<file path="src/rtl/period_meter.sv">
// Measures period and high time of a slow asynchronous square wave in clock cycles.
// Optional high-time measurement is built only when PERIOD_METER_DUTY_EN is defined.
module period_meter #(
  parameter int unsigned WIDTH   = 32,
  parameter int unsigned TIMEOUT = 50000000
) (
  input  logic             clock,
  input  logic             reset,
  input  logic             enable,
  input  logic             sig_in,
  output logic [WIDTH-1:0] period,
  output logic [WIDTH-1:0] high_time,
  output logic             valid,
  output logic             timeout,
  output logic             locked
);

  typedef enum logic [1:0] {
    IDLE    = 2'd0,
    ARM     = 2'd1,
    MEASURE = 2'd2
  } state_t;

  localparam logic [WIDTH-1:0] TIMEOUT_C = WIDTH'(TIMEOUT);
  localparam logic [WIDTH-1:0] ONE_C     = WIDTH'(1);
  localparam logic [WIDTH-1:0] ZERO_C    = WIDTH'(0);

  state_t           state_q, state_d;
  logic             sync1_q, sync2_q, delay_q;
  logic [WIDTH-1:0] cnt_q, cnt_d;
  logic [WIDTH-1:0] period_q, period_d;
  logic             valid_q, valid_d;
  logic             timeout_q, timeout_d;
  logic             locked_q, locked_d;
  logic             rise_s;
  logic             at_limit_s;
`ifdef PERIOD_METER_DUTY_EN
  logic [WIDTH-1:0] cap_q, cap_d;
  logic [WIDTH-1:0] high_q, high_d;
  logic             fall_s;
`endif

  assign rise_s     = sync2_q & ~delay_q;
  assign at_limit_s = (cnt_q == TIMEOUT_C);
`ifdef PERIOD_METER_DUTY_EN
  assign fall_s     = ~sync2_q & delay_q;
`endif

  // Next-state, counter and capture logic; enable low overrides every event.
  always_comb begin
    state_d   = state_q;
    cnt_d     = cnt_q;
    period_d  = period_q;
    valid_d   = 1'b0;
    timeout_d = 1'b0;
    locked_d  = locked_q;
`ifdef PERIOD_METER_DUTY_EN
    cap_d     = cap_q;
    high_d    = high_q;
`endif
    if (!enable) begin
      state_d  = IDLE;
      cnt_d    = ZERO_C;
      locked_d = 1'b0;
`ifdef PERIOD_METER_DUTY_EN
      cap_d    = ZERO_C;
`endif
    end else begin
      case (state_q)
        IDLE: begin
          state_d = ARM;
          cnt_d   = ZERO_C;
        end
        ARM: begin
          if (rise_s) begin
            state_d = MEASURE;
            cnt_d   = ONE_C;
`ifdef PERIOD_METER_DUTY_EN
            cap_d   = ZERO_C;
`endif
          end else if (at_limit_s) begin
            timeout_d = 1'b1;
            cnt_d     = ZERO_C;
          end else begin
            cnt_d = cnt_q + ONE_C;
          end
        end
        MEASURE: begin
          // A rise landing on the limit cycle is a valid capture, not a timeout.
          if (rise_s) begin
            period_d = cnt_q;
            valid_d  = 1'b1;
            locked_d = 1'b1;
            cnt_d    = ONE_C;
`ifdef PERIOD_METER_DUTY_EN
            high_d   = cap_q;
            cap_d    = ZERO_C;
`endif
          end else if (at_limit_s) begin
            timeout_d = 1'b1;
            locked_d  = 1'b0;
            cnt_d     = ZERO_C;
            state_d   = ARM;
`ifdef PERIOD_METER_DUTY_EN
            cap_d     = ZERO_C;
`endif
          end else begin
            cnt_d = cnt_q + ONE_C;
`ifdef PERIOD_METER_DUTY_EN
            if (fall_s) begin
              cap_d = cnt_q;
            end else begin
              cap_d = cap_q;
            end
`endif
          end
        end
        default: begin
          state_d  = IDLE;
          cnt_d    = ZERO_C;
          locked_d = 1'b0;
        end
      endcase
    end
  end

  // State, synchronizer and output registers.
  always_ff @(posedge clock or posedge reset) begin
    if (reset) begin
      state_q   <= IDLE;
      sync1_q   <= 1'b0;
      sync2_q   <= 1'b0;
      delay_q   <= 1'b0;
      cnt_q     <= ZERO_C;
      period_q  <= ZERO_C;
      valid_q   <= 1'b0;
      timeout_q <= 1'b0;
      locked_q  <= 1'b0;
`ifdef PERIOD_METER_DUTY_EN
      cap_q     <= ZERO_C;
      high_q    <= ZERO_C;
`endif
    end else begin
      state_q   <= state_d;
      sync1_q   <= sig_in;
      sync2_q   <= sync1_q;
      delay_q   <= sync2_q;
      cnt_q     <= cnt_d;
      period_q  <= period_d;
      valid_q   <= valid_d;
      timeout_q <= timeout_d;
      locked_q  <= locked_d;
`ifdef PERIOD_METER_DUTY_EN
      cap_q     <= cap_d;
      high_q    <= high_d;
`endif
    end
  end

  assign period  = period_q;
  assign valid   = valid_q;
  assign timeout = timeout_q;
  assign locked  = locked_q;
`ifdef PERIOD_METER_DUTY_EN
  assign high_time = high_q;
`else
  assign high_time = ZERO_C;
`endif

endmodule

</file>
<file path="config.mk">
export PLATFORM = sky130hd
export DESIGN_NAME = period_meter
export DESIGN_NICKNAME = d
export VERILOG_FILES = /design/src/rtl/period_meter.sv
export SDC_FILE = /design/constraint.sdc
export NUM_CORES = 1
export LEC_CHECK = 0
export CORE_ASPECT_RATIO = 1.25
export CORE_MARGIN = 1
export CORE_UTILIZATION = 50
export CTS_BUF_LIST = sky130_fd_sc_hd__clkbuf_16
export DETAILED_ROUTE_END_ITERATION = 10
export PLACE_DENSITY = 0.82
export SYNTH_ARGS = -nofsm -noshare
export SYNTH_HDL_FRONTEND = slang
export SYNTH_SLANG_ARGS = --single-unit
</file>
<file path="constraint.sdc">
create_clock -name clock -period 4.3 [get_ports clock]
set_input_delay 0.86 -clock clock [delete_from_list [all_inputs] [get_ports clock]]
set_output_delay 0.86 -clock clock [all_outputs]
set_load 0.01 [all_outputs]
</file>
==> summary by stage, run 1 <==
Logic synthesis
The number of distinct standard cells referenced by the synthesized netlist is 40. The count of synthesis-stage warnings from yosys is 0. The number of synthesized flops with an enable pin is 0. In the synthesized netlist the dominant register cell turns out to be sky130_fd_sc_hd__dfrtp_1. Sequential cells were found to cover 50.3% of the synthesized design area. In this run the cell area of the synthesized design comes to 3580 sq um. After synthesis, the mean cell area works out to 10.6 sq um.

For this run, asynchronously set or reset flops after synthesis account for 100%. The synthesized netlist cell count is 338. The number of flip-flops and latches in the synthesized netlist is 72.

Clocking
After clock tree synthesis, the setup repair step added 0 buffers. Clock tree synthesis selected as its root buffer the cell sky130_fd_sc_hd__clkbuf_16. The number of hold buffers added after CTS is 0. The clock latency of the later-clocked register in the worst-skew pair is 0.33 ns. TritonCTS built the clock tree. The post-cts resize count is 0.

The number of clock sinks seen by CTS is 72. The number of buffers created by CTS is 9. In this run the deepest clock path goes through 2 buffers. In this run the number of H-tree levels came out at 3.

After clock tree synthesis, the clock-pin slew on the worst setup and hold paths is 0.05 ns.

Worst setup path
The combined buffer and inverter count along the critical path is 1. The stage delay of the slowest cell on the critical path is 0.71 ns. The critical path capture point type is a flop. STA classifies the critical path startpoint as an input port. Data on the critical path arrives at its endpoint at 2.86 ns. Among all stages on the critical path, the largest delay is contributed by sky130_fd_sc_hd__nand2b_1. On the critical path the largest part of the delay comes from simple AND/OR/NAND/NOR gates. The register-to-register setup slack is 1.77 ns. Counting cells, the worst reg-to-reg path comes to 5. The worst register-to-register path begins at cnt_q[3].

The critical path required time is 4.53 ns. The worst register-to-register path ends at cnt_q[21]. The critical setup path kind is in2reg. The critical path goes through clkdlybuf4s50_1 > nand3_1 > nand2b_1 > a21oi_1. Of all nets on the critical path, the largest fanout is 26.

Cells and area
The area growth from synthesis to layout is 16.2%. Cells with a size suffix above 1 make up 14.9% of the layout. The number of nets in the finished design is 380.

The library cells used most frequently in the layout, excluding fill and tap cells, are sky130_fd_sc_hd__dfrtp_1, sky130_fd_sc_hd__clkdlybuf4s50_1, sky130_fd_sc_hd__nor2_1. Leaving out fill and tap cells, the most frequent cell in the layout is sky130_fd_sc_hd__dfrtp_1. Fill cells in the final layout number 574. The number of diodes added for antenna fixing is 0.

Global route
The first-pass GRT wire length is 11.3 mm. Summed over all layers, the global routing overflow is 0. The number of antenna violations at the first check in global routing came to 0. The via count of the first global-routing pass is 2445. Entering global routing, the biggest net connects 73 pins. The global-route usage over all layers is 19.5%.

Timing
The clock arrives with 0.00588 ns of skew. Final hold analysis gives a worst-case slack of 0.351 ns. The final-report setup violation count is 0. The portion of the clock cycle consumed by the worst path in the final layout is 61.2%. The total negative slack for setup checks is 0 ns.

The final critical-path required period is 2.63 ns. The hold violation count in the final report came to 0. The transition at the pin with the smallest max-transition slack is 0.961 ns.

The worst-case headroom to the max-slew limit is 35.9%. The number of max-slew violations in the final report is 0. Setup repair after global routing left no endpoint under its margin. Derived from the worst setup path, the maximum achievable clock frequency is 380 MHz.

Drt
Once detail routing completed, the nets flagged for antenna violations numbered 0. The number of iterations in the first detailed-routing pass is 4. The final layout contains routed wiring with a total length of 6.55 mm. Dividing the detail-routed wire length by the instance count gives 14.1 um. Dividing the detail-routed via count by the number of cells gives 5.41. The remaining routing DRC violations is 0.

For this block, the initial DRC count from the detailed router was 197. The routed layout has 2516 vias.

Place
The final RePlAce weighted congestion is 0.863. After legalization and detailed placement, the total HPWL measured 4.48 mm. The count of input and output buffers is 38.

Min path
The start point of the worst min-delay path is sync1_q. The cell count of the worst hold path is 0. The type of the most critical hold path is reg2reg. The endpoint with the worst hold slack is sync2_q.

Power and ir drop
The power dissipated by switching net loads is 415 uW. The combinational share of power is 10.8%. The proportion of power drawn by flip-flops and latches is 44.3%. The switching fraction of total power is 25.7%. The power per standard cell area is 388 nW/um^2. The peak supply drop is 0.252 mV. The static leakage is 1.84 nW.

The internal portion of the total power is 1.20 mW. The clock group share of total power is 44.9%.

Die
The x dimension of the die is 77.7 um. After floorplanning, the core was divided into 34 placement rows. For this configuration, the core starts out at a cell density of 51.7%. The die area is 7510 sq um.

During I/O placement, the number of pins put on the boundary was 71. The die height is 96.7 um. In this run the standard cell core region covers 6930 sq um.

Flow run
The number of maximum-capacitance constraint violations is 0.

Outcome
The flow ran to the end, and the final reports show no timing, DRC or antenna violations.
-- metrics by stage --
step                instances  power, mW  area [sq um]  setup WS (ns)  utilization [%]
detailed placement        449      0.901          3870           1.39             55.8
global placement          449      0.893          3870           1.39             55.8
global route              465       1.69          4170           1.47             60.1
floorplan                 369      0.889          3700           1.62                -
CTS                       465       1.63          4170           1.70             60.1
finish                    465       1.62          4170           1.67             60.1
-- synth_stat cells, drive strengths merged, types with 3 or more instances --
master	count	share of area (%)
dfrtp	72	50
buf	40	8.4
nor2	37	3.9
mux2	29	9.1
nand2	19	2.0
nand3	16	2.4
xnor2	14	3.4
nand4	13	2.4
nor3	11	1.5
xor2	11	2.7
clkbuf	10	1.1
inv	10	1.0
and4	8	2.0
a21oi	6	0.84
ha	6	2.1
o21ai	6	0.84
a31oi	5	0.87
and3	3	0.56
nand2b	3	0.52
nor4	3	0.52
-- state kept, by name (all words and copies together) (netlist names) --
register  flops
cnt_q        32
period       32
state_q       2
delay_q       1
locked        1
sync1_q       1
sync2_q       1
timeout       1
valid         1
-- how the worst max path moves through the flow --
stage | cells past startpoint | end | from | slack (ns)
floorplan | 1 | cnt_q[0] | reset | 1.62
global placement | 4 | cnt_q[11] | enable | 1.39
detailed placement | 4 | cnt_q[11] | enable | 1.39
CTS | 4 | cnt_q[11] | enable | 1.70
global route | 4 | cnt_q[11] | enable | 1.47
finish | 4 | cnt_q[11] | enable | 1.67
-- area by class of cell --
cell class / instances / area [sq um] / area share (%)
tap: 90 / 113 / 2.70
inverter: 10 / 37.5 / 0.901
timing repair buffer: 40 / 395 / 9.49
multi-input combinational: 237 / 1520 / 36.5
clock buffer: 9 / 225 / 5.41
sequential: 72 / 1800 / 43.3
clock inverter: 7 / 71.3 / 1.71
-- power by group through the flow --
stage                     clock (mW)  combinational [mW]  sequential, mW
after floorplan                    0               0.165           0.724
after global placement             0               0.168           0.725
after detailed placement           0               0.174           0.728
after CTS                      0.741               0.175           0.716
after global routing           0.770               0.199           0.718
final                          0.725               0.174           0.716
-- logic make-up (layout without fill, tap and decap cells) --
group	Yosys count	count (layout)	synth area share, %
compound gates	22	22	3.74
xor+xnor	25	25	6.11
fa+ha+maj	6	6	2.09
buf+inv	60	66	10.5
flops	72	72	50.3
mux	29	29	9.11
other cells	1	32	0.105
simple gates	123	123	18.1
-- layer usage --
layer,vias up,wire [um],track usage [%]
li1,1165,-,-
met1,1246,2670,22.7
met2,88,3360,31.9
met3,17,315,4.72
met4,0,199,12.2
met5,-,0,0
(Power assumes the default switching activity.)
==> run 2, diff against run 1 <==
==> constraint.sdc (replaced) <==
create_clock -name clock -period 2.5 [get_ports clock]
set_input_delay 0.5 -clock clock [delete_from_list [all_inputs] [get_ports clock]]
set_output_delay 0.5 -clock clock [all_outputs]
set_load 0.01 [all_outputs]
==> run 2 against run 1 <==
Worst hold slack lost 0.0037 ns. First-iteration DRC count shrank 17%. Sequential cell count is the same. Combinational power grew 86%. Setup slack lost 1.3 ns. Core utilization grew 0.23 points. Via count shrank 0.48%. Register-to-register slack lost 1.4 ns. Critical path depth grew 1.
==> summary by stage, run 2 (synthesized netlist as in run 1, its figures left out) <==
Min path
The cell count of the worst hold path is 0 (unchanged). The type of the most critical hold path is reg2reg. The worst hold path terminates at sync2_q. The start point of the worst min-delay path is sync1_q.

Timing
The number of max-slew violations in the final report is 0 (unchanged). The portion of the clock cycle consumed by the worst path in the final layout is 86.1%. The final-report setup violation count is 0 (unchanged). Setup repair after global routing left no endpoint under its margin. The maximum clock frequency is 465 MHz.

The total negative slack for setup checks is 0 ns (unchanged). The hold violation count in the final report is 0 (unchanged). The clock period could shrink to 2.15 ns. The final worst clock skew is 0.00616 ns (+0.000272 ns). The final worst hold slack is 0.347 ns (-0.00371 ns).

The final worst-path setup slack is 0.348 ns (-1.32 ns).

Drt
The number of nets still failing antenna checks after routing is 0 (unchanged). The number of iterations in the first detailed-routing pass is 4 (unchanged). The detail-routed via count per cell is 5.37 (-0.69%). The total wire length after detailed routing came to 6.73 mm (+2.8%). The starting DRC count in detailed routing is 163 (-17%). The via count is 2504 (-0.48%).

The remaining routing DRC violations is 0 (unchanged). The wire length per cell after detailed routing is 14.4 um (+2.6%).

Cells and area
From synthesis to final layout, the design area changed by 16.7%. Leaving out fill and tap cells, the most frequent cells in the layout are sky130_fd_sc_hd__dfrtp_1, sky130_fd_sc_hd__clkdlybuf4s50_1, sky130_fd_sc_hd__nor2_1. The layout filler cell count was 566 (-1.4%).

The final standard cell area without fillers is 4180 sq um (+0.39%). The final cell count without fillers is 466 (+0.22%). The layout cell share with drive strength beyond 1 is 14.1% (-0.84 points). The number of diodes added for antenna fixing is 0 (unchanged). Leaving out fill and tap cells, the most frequent cell in the layout is sky130_fd_sc_hd__dfrtp_1. The utilization of the core after routing was 60.3% (+0.23 points).

The number of nets in the finished design is 381 (+0.26%).

Place
The cell count after placement was 450 (+0.22%). The post-place setup slack is 0.258 ns (-1.13 ns). The total half-perimeter wirelength after legalization and detailed placement is 4.56 mm (+1.7%). The final RePlAce weighted congestion was 0.834 (-3.4%). The count of input and output buffers is 38 (unchanged).

The total placed instance area is 3900 sq um (+0.84%).

Die
The die area is 7510 sq um (unchanged). The number of primary I/O pins is 71 (unchanged). The x dimension of the die is 77.7 um (unchanged). The die height is 96.7 um (unchanged). The placeable core region is 6930 sq um (unchanged). The number of placement rows came to 34 (unchanged).

The starting density of the core is 51.7% (unchanged).

Power and ir drop
The peak supply drop is 0.345 mV (+37%). The power per standard cell area is 656 nW/um^2 (+69%). The power dissipated by switching net loads was 688 uW (+66%). The static leakage came to 1.86 nW (+1.3%). The combinational share of power came to 11.8% (+1.0 points). The overall power after layout is 2.75 mW (+70%). The clock group share of total power is 43.3% (-1.6 points). The cell-internal power was 2.06 mW (+71%).

The switching fraction of total power was 25.0% (-0.62 points). The proportion of power drawn by flip-flops and latches is 44.9% (+0.6 points).

Clocking
The number of clock sinks seen by CTS came to 72 (unchanged). The clock latency of the later-clocked register in the worst-skew pair is 0.32 ns (about the same). TritonCTS built the clock tree. The setup fix buffers added after clock tree synthesis came to 0 (unchanged).

The number of hold buffers added after CTS was 0 (unchanged). The number of buffers created by CTS is 9 (unchanged). The post-cts resize count came to 0 (unchanged). The maximum clock insertion buffer count came to 2 (unchanged).

The tree is rooted in a sky130_fd_sc_hd__clkbuf_16. The depth of the CTS H-tree is 3 (unchanged). The CTS clock-pin slew for the worst setup and hold paths was 0.05 ns (about the same).

Global route
The via count of the first global-routing pass is 2424 (-0.86%). The global-route usage over all layers came to 19.5% (+0.045 points). The first-pass GRT wire length is 11.4 mm (+1.4%). The aggregate global routing overflow is 0 (unchanged). The largest net degree at the start of global routing is 73 (unchanged). The number of antenna violations at the first check in global routing was 0 (unchanged).

Worst setup path
The peak fanout along the critical path is 8 (-69%). The launching point of the worst reg2reg path is cnt_q[4]. The worst flop-to-flop path endpoint is cnt_q[27].

The critical path in this run is classified as reg2reg. The signal arrival time at the worst endpoint is 2.38 ns (-0.48 ns). The worst reg2reg path depth is 5 (unchanged). The worst setup path is captured at a flop. The critical path required time is 2.73 ns (-1.80 ns). STA classifies the critical path startpoint as a flop. The register-to-register setup slack is 0.35 ns (-1.42 ns).

Flow run
The number of maximum-capacitance constraint violations was 0 (unchanged).

Outcome
The flow ran to the end, and the final reports show no timing, DRC or antenna violations.
run 2: cell count changes in the layout (fill, tap and decap cells not counted):
cell	previous run	this run
sky130_fd_sc_hd__inv_1	9	11
sky130_fd_sc_hd__buf_12	0	2
sky130_fd_sc_hd__inv_6	1	0
sky130_fd_sc_hd__clkinv_1	0	2
sky130_fd_sc_hd__clkinvlp_4	3	0
sky130_fd_sc_hd__buf_4	2	1
run 2: how the worst max path moves through the flow:
stage | startpoint | end | slack, ns | cells past startpoint
6_report | cnt_q[4] | cnt_q[27] | 0.35 | 5
5_1_grt | cnt_q[0] | cnt_q[28] | 0.19 | 8
4_1_cts | cnt_q[4] | cnt_q[27] | 0.35 | 5
3_5_place_dp | enable | cnt_q[25] | 0.26 | 4
3_3_place_gp | enable | cnt_q[25] | 0.35 | 4
2_1_floorplan | reset | cnt_q[0] | 0.18 | 1
run 2: final cells by class:
type	count	area [sq um]	area share, %
Clock inverter	7	55.1	1.32
Clock buffer	9	225	5.39
Sequential cell	72	1800	43.1
Inverter	10	37.5	0.898
Tap cell	90	113	2.69
Multi-Input combinational cell	237	1520	36.4
Timing Repair Buffer	41	428	10.2
run 2: metal layers:
metal	part of all wire (%)	wire length (um)	global-route usage, %
met3	4.3	290	3.58
met1	41	2780	23.8
met4	2.2	148	11.6
met2	52	3510	31.9
met5	0	0	0
run 2: power groups by stage:
stage / sequential [mW] / combinational, mW / clock [mW]
floorplan: 1.25 / 0.285 / 0
global placement: 1.24 / 0.303 / 0
detailed placement: 1.25 / 0.320 / 0
CTS: 1.23 / 0.326 / 1.20
global route: 1.23 / 0.362 / 1.25
finish: 1.23 / 0.324 / 1.19
run 2: critical path, stage by stage, from the launching register on:
cell and delay, ns:
sky130_fd_sc_hd__dfrtp_1 0.47, sky130_fd_sc_hd__and3_1 0.37, sky130_fd_sc_hd__and4_1 0.41, sky130_fd_sc_hd__nand3_2 0.11
sky130_fd_sc_hd__or4b_1 0.47, sky130_fd_sc_hd__a31oi_1 0.22
==> run 3, diff against run 2 <==
--- a/config.mk
+++ b/config.mk
@@ -6,9 +6,9 @@
 export NUM_CORES = 1
 export LEC_CHECK = 0
 export CORE_ASPECT_RATIO = 1.25
-export CORE_MARGIN = 1
 export CORE_UTILIZATION = 50
 export CTS_BUF_LIST = sky130_fd_sc_hd__clkbuf_16
+export CTS_CLUSTER_DIAMETER = 100
 export DETAILED_ROUTE_END_ITERATION = 10
 export PLACE_DENSITY = 0.82
 export SYNTH_ARGS = -nofsm -noshare
==> results of run 3 <==
The final DEF is identical to that of run 2; final timing and power are the same.
